[src/rtl/dmem_arbiter.sv]
// dmem_arbiter: shares one single-port synchronous data memory between the
// CPU load/store path and the FFT memory engine. One access per cycle,
// round-robin between CPU beats and locked FFT bursts, 1-cycle read return
// routed to the owning requester, and a saturating CPU stall counter.
module dmem_arbiter #(
  parameter int ADDR_W    = 32,
  parameter int DATA_W    = 32,
  parameter int MAX_BURST = 16
) (
  input  logic              clk,
  input  logic              reset,
  input  logic              cpu_req,
  input  logic              cpu_we,
  input  logic [ADDR_W-1:0] cpu_addr,
  input  logic [DATA_W-1:0] cpu_wdata,
  output logic              cpu_ready,
  output logic              cpu_rvalid,
  output logic [DATA_W-1:0] cpu_rdata,
  input  logic              fft_req,
  input  logic              fft_we,
  input  logic [ADDR_W-1:0] fft_addr,
  input  logic [DATA_W-1:0] fft_wdata,
  input  logic              fft_last,
  output logic              fft_ready,
  output logic              fft_rvalid,
  output logic [DATA_W-1:0] fft_rdata,
  output logic              mem_en,
  output logic              mem_we,
  output logic [ADDR_W-1:0] mem_addr,
  output logic [DATA_W-1:0] mem_wdata,
  input  logic [DATA_W-1:0] mem_rdata,
  output logic [15:0]       cpu_stall_cnt
);

  localparam int BEAT_W = $clog2(MAX_BURST + 1);
  localparam logic [BEAT_W-1:0] BEAT_MAX = BEAT_W'(MAX_BURST);
  localparam logic [BEAT_W-1:0] BEAT_ONE = BEAT_W'(1);

  typedef enum logic [0:0] {
    ST_IDLE = 1'b0,
    ST_LOCK = 1'b1
  } state_t;

  state_t            state_r;
  state_t            state_next_s;
  logic              last_r;        // 0 = CPU won last, 1 = FFT won last
  logic              last_next_s;
  logic [BEAT_W-1:0] beat_r;
  logic [BEAT_W-1:0] beat_next_s;
  logic [BEAT_W-1:0] beat_inc_s;
  logic              burst_end_s;
  logic              cpu_grant_s;
  logic              fft_grant_s;
  logic              rtag_valid_r;
  logic              rtag_owner_r;  // 0 = CPU, 1 = FFT

  assign beat_inc_s  = beat_r + BEAT_ONE;
  assign burst_end_s = fft_last | (beat_inc_s == BEAT_MAX);

  // State register plus lock bookkeeping (winner history and beat count)
  always_ff @(posedge clk or posedge reset) begin
    if (reset) begin
      state_r <= ST_IDLE;
      last_r  <= 1'b1;
      beat_r  <= {BEAT_W{1'b0}};
    end else begin
      state_r <= state_next_s;
      last_r  <= last_next_s;
      beat_r  <= beat_next_s;
    end
  end

  // Next-state logic: enter lock on a multi-beat FFT grant, leave on last beat or MAX_BURST
  always_comb begin
    state_next_s = state_r;
    last_next_s  = last_r;
    beat_next_s  = beat_r;
    case (state_r)
      ST_IDLE: begin
        if (cpu_req && fft_req) begin
          last_next_s = fft_grant_s;
        end else begin
          last_next_s = last_r;
        end
        if (fft_grant_s && !fft_last) begin
          state_next_s = ST_LOCK;
          beat_next_s  = BEAT_ONE;
        end else begin
          state_next_s = ST_IDLE;
          beat_next_s  = {BEAT_W{1'b0}};
        end
      end
      ST_LOCK: begin
        if (fft_grant_s) begin
          if (burst_end_s) begin
            // Hand the next conflict to the CPU after every burst
            state_next_s = ST_IDLE;
            last_next_s  = 1'b1;
            beat_next_s  = {BEAT_W{1'b0}};
          end else begin
            beat_next_s  = beat_inc_s;
          end
        end else begin
          beat_next_s = beat_r;
        end
      end
      default: begin
        state_next_s = ST_IDLE;
        last_next_s  = 1'b1;
        beat_next_s  = {BEAT_W{1'b0}};
      end
    endcase
  end

  // Output logic: grant decision from state, requests and last winner
  always_comb begin
    cpu_grant_s = 1'b0;
    fft_grant_s = 1'b0;
    case (state_r)
      ST_IDLE: begin
        if (cpu_req && fft_req) begin
          cpu_grant_s = last_r;
          fft_grant_s = ~last_r;
        end else begin
          cpu_grant_s = cpu_req;
          fft_grant_s = fft_req;
        end
      end
      ST_LOCK: begin
        cpu_grant_s = 1'b0;
        fft_grant_s = fft_req;
      end
      default: begin
        cpu_grant_s = 1'b0;
        fft_grant_s = 1'b0;
      end
    endcase
  end

  assign cpu_ready = cpu_grant_s & ~reset;
  assign fft_ready = fft_grant_s & ~reset;

  // Memory port mux: granted requester drives the memory, all zero otherwise
  always_comb begin
    mem_en    = 1'b0;
    mem_we    = 1'b0;
    mem_addr  = {ADDR_W{1'b0}};
    mem_wdata = {DATA_W{1'b0}};
    if (cpu_ready) begin
      mem_en    = 1'b1;
      mem_we    = cpu_we;
      mem_addr  = cpu_addr;
      mem_wdata = cpu_wdata;
    end else if (fft_ready) begin
      mem_en    = 1'b1;
      mem_we    = fft_we;
      mem_addr  = fft_addr;
      mem_wdata = fft_wdata;
    end else begin
      mem_en    = 1'b0;
    end
  end

  // Read tag: remembers whether this cycle's access was a read and who owns it
  always_ff @(posedge clk or posedge reset) begin
    if (reset) begin
      rtag_valid_r <= 1'b0;
      rtag_owner_r <= 1'b0;
    end else begin
      rtag_valid_r <= (cpu_ready & ~cpu_we) | (fft_ready & ~fft_we);
      rtag_owner_r <= fft_ready;
    end
  end

  // Read return routing: only the owner of the pending read sees data
  always_comb begin
    cpu_rvalid = rtag_valid_r & ~rtag_owner_r;
    fft_rvalid = rtag_valid_r & rtag_owner_r;
    if (cpu_rvalid) begin
      cpu_rdata = mem_rdata;
    end else begin
      cpu_rdata = {DATA_W{1'b0}};
    end
    if (fft_rvalid) begin
      fft_rdata = mem_rdata;
    end else begin
      fft_rdata = {DATA_W{1'b0}};
    end
  end

  // Saturating count of cycles where the CPU waits for the memory
  always_ff @(posedge clk or posedge reset) begin
    if (reset) begin
      cpu_stall_cnt <= 16'd0;
    end else if (cpu_req && !cpu_ready && (cpu_stall_cnt != 16'hFFFF)) begin
      cpu_stall_cnt <= cpu_stall_cnt + 16'd1;
    end else begin
      cpu_stall_cnt <= cpu_stall_cnt;
    end
  end

endmodule

[config.mk]
export PLATFORM = sky130hd
export DESIGN_NAME = dmem_arbiter
export DESIGN_NICKNAME = d
export VERILOG_FILES = /design/src/rtl/dmem_arbiter.sv
export SDC_FILE = /design/constraint.sdc
export NUM_CORES = 1
export LEC_CHECK = 0
export CORE_AREA = 2 2 124 126
export CTS_BUF_LIST = sky130_fd_sc_hd__clkbuf_8
export CTS_CLUSTER_DIAMETER = 30
export CTS_CLUSTER_SIZE = 12
export DETAILED_ROUTE_END_ITERATION = 12
export DIE_AREA = 0 0 126 128
export MAX_ROUTING_LAYER = met4
export SLEW_MARGIN = 5
export SYNTH_ARGS = -nofsm -noshare
export SYNTH_HDL_FRONTEND = slang
export SYNTH_SLANG_ARGS = --single-unit
[constraint.sdc]
create_clock -name clk -period 2.65 [get_ports clk]
set_input_delay 0.265 -clock clk [delete_from_list [all_inputs] [get_ports clk]]
set_output_delay 0.265 -clock clk [all_outputs]
set_load 0.05 [all_outputs]
### Yosys cells after proc, flatten, opt, wreduce, memory -nomap -nowiden

Cells that the tools add are included.

* flip-flop bits (word level): 25
* logic and storage cells: 60

* add/subtract/negate cells: 2
* equality and inequality tests: 5
* multiplexer cells: 26
* bitwise operators: 14
* reductions and logical operators: 7

Operators with widths (number)
* $mux W32: 6
* $add A16 B1 Y16 const B: 1
* $ne A16 B16 Y1 const B: 1
* $mux W1: 13
* $mux W5: 2
* $pmux W5 S2: 1
* $pmux W1 S2: 4
* $and A1 B1 Y1: 6
* $not A1 Y1: 6
* $add A5 B1 Y5 const B: 1
* $eq A5 B5 Y1 const B: 1
* $logic_and A1 B1 Y1: 4
* $ne A2 B1 Y1 const B: 2
* $reduce_and A3 Y1: 1
* $logic_not A1 Y1: 2
* $ne A2 B2 Y1 const B: 1
* $or A1 B1 Y1: 2

### Logic depth before layout (Yosys ltp)

* word-level depth: 7
* depth in mapped cells: 7

### Worst setup path after synthesis

OpenSTA, ideal clock, no wires.

* path type: flip-flop to output port
* start point: register state_r
* end point: output mem_addr[22]
* data arrival time: 1842 ps
* path slack: 543 ps
* stages on the path, launching flop included: 6
* path buffers: 2
* cells stage by stage: dfrtp_1 buf_2 o21ai_1 inv_1 clkbuf_1 a22o_1

* longest elaborated chain between the ends: 5
* elaborated cells between the ends (all ways): 7
* those cells by class: 4 x mux; 3 x bitwise

RTL lines
* from (decl): RTL line 44 `state_t state_r;`
* from (signal assigned): RTL line 67 `state_r <= state_next_s;`
* $not A1 Y1
* $pmux W1 S2 (*): RTL line 119 `case (state_r)`
* $and A1 B1 Y1 (*): RTL line 141 `assign fft_ready = fft_grant_s & ~reset;`
* named net fft_ready: RTL line 24 `output logic fft_ready,`
* $mux W32 (*): RTL line 154 `end else if (fft_ready) begin`
* $mux W32 (*): RTL line 149 `if (cpu_ready) begin`
* to (decl): RTL line 29 `output logic [ADDR_W-1:0] mem_addr,`

Mark *: on every way through the listed nets, which the timed path passes. The rest lies on a longest branch.

### Final worst setup path

* start point: register last_r
* end point: output mem_wdata[16]

* longest elaborated chain between the ends: 6
* elaborated cells between the ends (all ways): 9
* those cells by class: 6 x mux; 3 x bitwise

RTL lines
* from (decl): RTL line 46 `logic last_r;`
* from (signal assigned): RTL line 68 `last_r <= last_next_s;`
* $not A1 Y1: RTL line 123 `fft_grant_s = ~last_r;`
* $mux W1: RTL line 121 `if (cpu_req && fft_req) begin`
* $pmux W1 S2: RTL line 119
* $and A1 B1 Y1: RTL line 141
* $mux W32: RTL line 154
* $mux W32 (*): RTL line 149
* to (decl): RTL line 30 `output logic [DATA_W-1:0] mem_wdata,`

Every way passes the cells marked *; elsewhere a longest branch is shown, timed or not.

==> impl_metrics.ini <==
[clock_network]
clock_latency_ns = 0.27
cts_tree = yes
clkTransAtPathRegs_ns = 0.09
cts_inserted_buffers = 3
cts.sink_count = 25
hold_buffers = 0
cts-root-buf = clkbuf_8
postCtsSetupBuffers = 0
clock_path_buffers = 2
htreeDepth = 1
post_cts_resized = 0

[floorplan]
die_height_um = 128
initial_core_util_pct = 16.6
die_area_um2 = 16100
die_x_um = 126
boundaryPins = 317
rows = 45
coreArea_um2 = 14900

[timing]
finalSetupTns_ns = 0
timing.final.crit_share_pct = 88.7
hold-worst-slack_ns = 0.477
fin_skew_ns = 0.00583
worst_slew_pin_slew_ns = 0.608
hold_viol = 0
finalSetupViolCount = 0
period_minus_slack_ns = 2.35
relSlewSlack_pct = 59.3
rsz0062_at_grt = false
drv_slew = 0
fmax_mhz = 425

[synthesis]
synth_nets = 459
synthArstFlopShare_pct = 100
yosys_warnings = 0
synth_edf_count = 0
yosys-top-cells-area = dfrtp_1, a22o_1, and2_1, and3_1, xnor2_1
ys_ff_latch = 25
avgSynthCellArea_um2 = 8.53
netlist_instances = 290
synth_area_um2 = 2470
yosysTopAreaCell = dfrtp_1
yosysUniqueCellTypes = 46
ys_seq_area_share_pct = 25.4
yosysTopAreaCellShare_pct = 24.3
synth_ff_type = dfrtp_1

[global_route]
grt_pass1_vias = 3643
overflow = 0
grt_pass1_wl_mm = 25.7
antenna_found_initial = 11
grt_start_max_net_pins = 68
grt_usage_pct = 22.1

[critical_path]
cp_data_required_time_ns = 2.38
r2r-end = cpu_stall_cnt[1]
end_kind = primary output
r2r_cells = 5
cp_slowest_cell = dfstp_2
timing.critical_path.depth = 6
r2r-start = cpu_stall_cnt[0]
r2r_slack_ns = 0.95
crit_family = buffers and inverters
start_kind = flip-flop
cp_cell_sequence = nand2b_2 -> nand3_1 -> inv_2 -> buf_12 -> a22o_1 -> buf_12
path_common_cell = buf_12
crit_arrival_ns = 2.09
max_stage_delay_ns = 0.60
cp.buffers_inverters = 3
setup.worst_path.class = flip-flop to primary output
cp_max_fo = 32

[place]
place.gp.congestion = 0.881
hpwlAfterDp_mm = 16.0
dpl_cell_area_um2 = 6830
portBuffers = 316

[cells_and_area]
final_area_um2 = 6900
fillCellCount = 1384
final_common_cell = clkdlybuf4s50_1
nNetsFinal = 761
layout-area-overhead-vs-synth_pct = 179
most-common-layout-cells = clkdlybuf4s50_1, buf_12, a22o_1
drive_above_1_share_pct = 22.2

[power_and_ir_drop]
seqPwrFrac_pct = 17.2
p_clk_share_pct = 7.1
power.total_uw = 3220
p_per_area_nw_per_um2 = 467
combPwrFrac_pct = 75.7
ir_worst_vdd_mv = 0.200
p_leak_uw = 0.00288
p_sw_share_pct = 48.0
p_sw_uw = 1550
p_int_uw = 1670

[worst_hold_path]
hold_path_class = primary input to async pin

[route]
dr.pass1.iters = 4
wl_mm = 18.6
first_iter_violations = 247
drc_errors = 0
vias = 3672
wl_per_cell_um = 23.5
vias_per_cell = 4.65
detail-route-antenna-nets = 0

[outcome]
status = completed

[job]
maxCapViolCount = 0
[power by group through the flow]
stage	clock network [µW]	registers, µW	logic (µW)
2_1_floorplan	0	699	1040
4_1_cts	234	555	2440
3_5_place_dp	0	563	2430
3_3_place_gp	0	553	2420
5_1_grt	249	572	2530
6_report	229	555	2440
[flip-flops by register name, indices dropped and copies added, names as in the netlist]
register       count
state_r            1
cpu_stall_cnt     16
rtag_valid_r       1
beat_r             5
last_r             1
rtag_owner_r       1
[layout make-up]
type                    count  area, µm²  area share, %
clock buffers               3       41.3          0.598
well taps                 188        235           3.41
repair buffers            323       4250           61.6
multi-input cells         233       1690           24.5
flip-flops and latches     25        627           9.08
diodes                     11       27.5          0.399
inverters                   6       22.5          0.326
clock inverters             1       3.75         0.0544
[logic make-up after synthesis]
group           synth area share, %
fa+ha+maj                      1.01
buf+inv                        6.22
xor+xnor                       3.54
compound gates                 29.9
simple gates                   32.0
mux                            1.97
flops                          25.4
[per-layer routing]
layer  track usage, %  vias up  wire [µm]
met1             26.2     1732       7230
met4            0.840        0         51
met2             31.1      216       7830
met5                -        -          0
li1                 -     1712          -
met3             17.4       12       3490
[worst max path at each step]
stage	end	start	slack, ns
finish	mem_wdata[16]	last_r	0.30
global route	mem_wdata[16]	state_r	0.18
detailed placement	mem_addr[5]	fft_req	0.35
floorplan	mem_addr[22]	state_r	0.54
global placement	mem_addr[5]	fft_req	0.39
CTS	mem_addr[5]	last_r	0.30
[worst register-to-register path: stages (launching register included)]
cell	delay, ns
dfrtp_1	0.41
ha_1	0.24
and4_1	0.26
nand4bb_4	0.17
and3_4	0.23
mux2_4	0.28
[cell usage after synthesis, types with 2 or more instances]
cell,number
buf_4,6
xnor2_1,7
nand2_1,15
xor2_1,3
o21ai_0,7
clkbuf_1,11
ha_1,2
o22ai_1,3
o21a_1,2
buf_2,9
mux2_2,3
a22o_1,65
nor2_1,3
nand2b_1,2
dfrtp_1,24
and2_1,35
inv_1,5
nor2b_1,8
a21oi_2,2
and3_1,34
a21oi_1,5
nand4_1,7
nand3_1,9
[per-stage QoR]
| step | instances | setup WS, ns | utilization, % |
|---|---|---|---|
| final | 790 | 0.299 | 46.4 |
| after global routing | 790 | 0.178 | 46.4 |
| after CTS | 779 | 0.298 | 46.2 |
| after detailed placement | 775 | 0.347 | 45.9 |
| after global placement | 775 | 0.394 | 45.9 |
| after floorplan | 290 | 0.543 | - |
No activity file was read; power rests on OpenSTA's default activity.
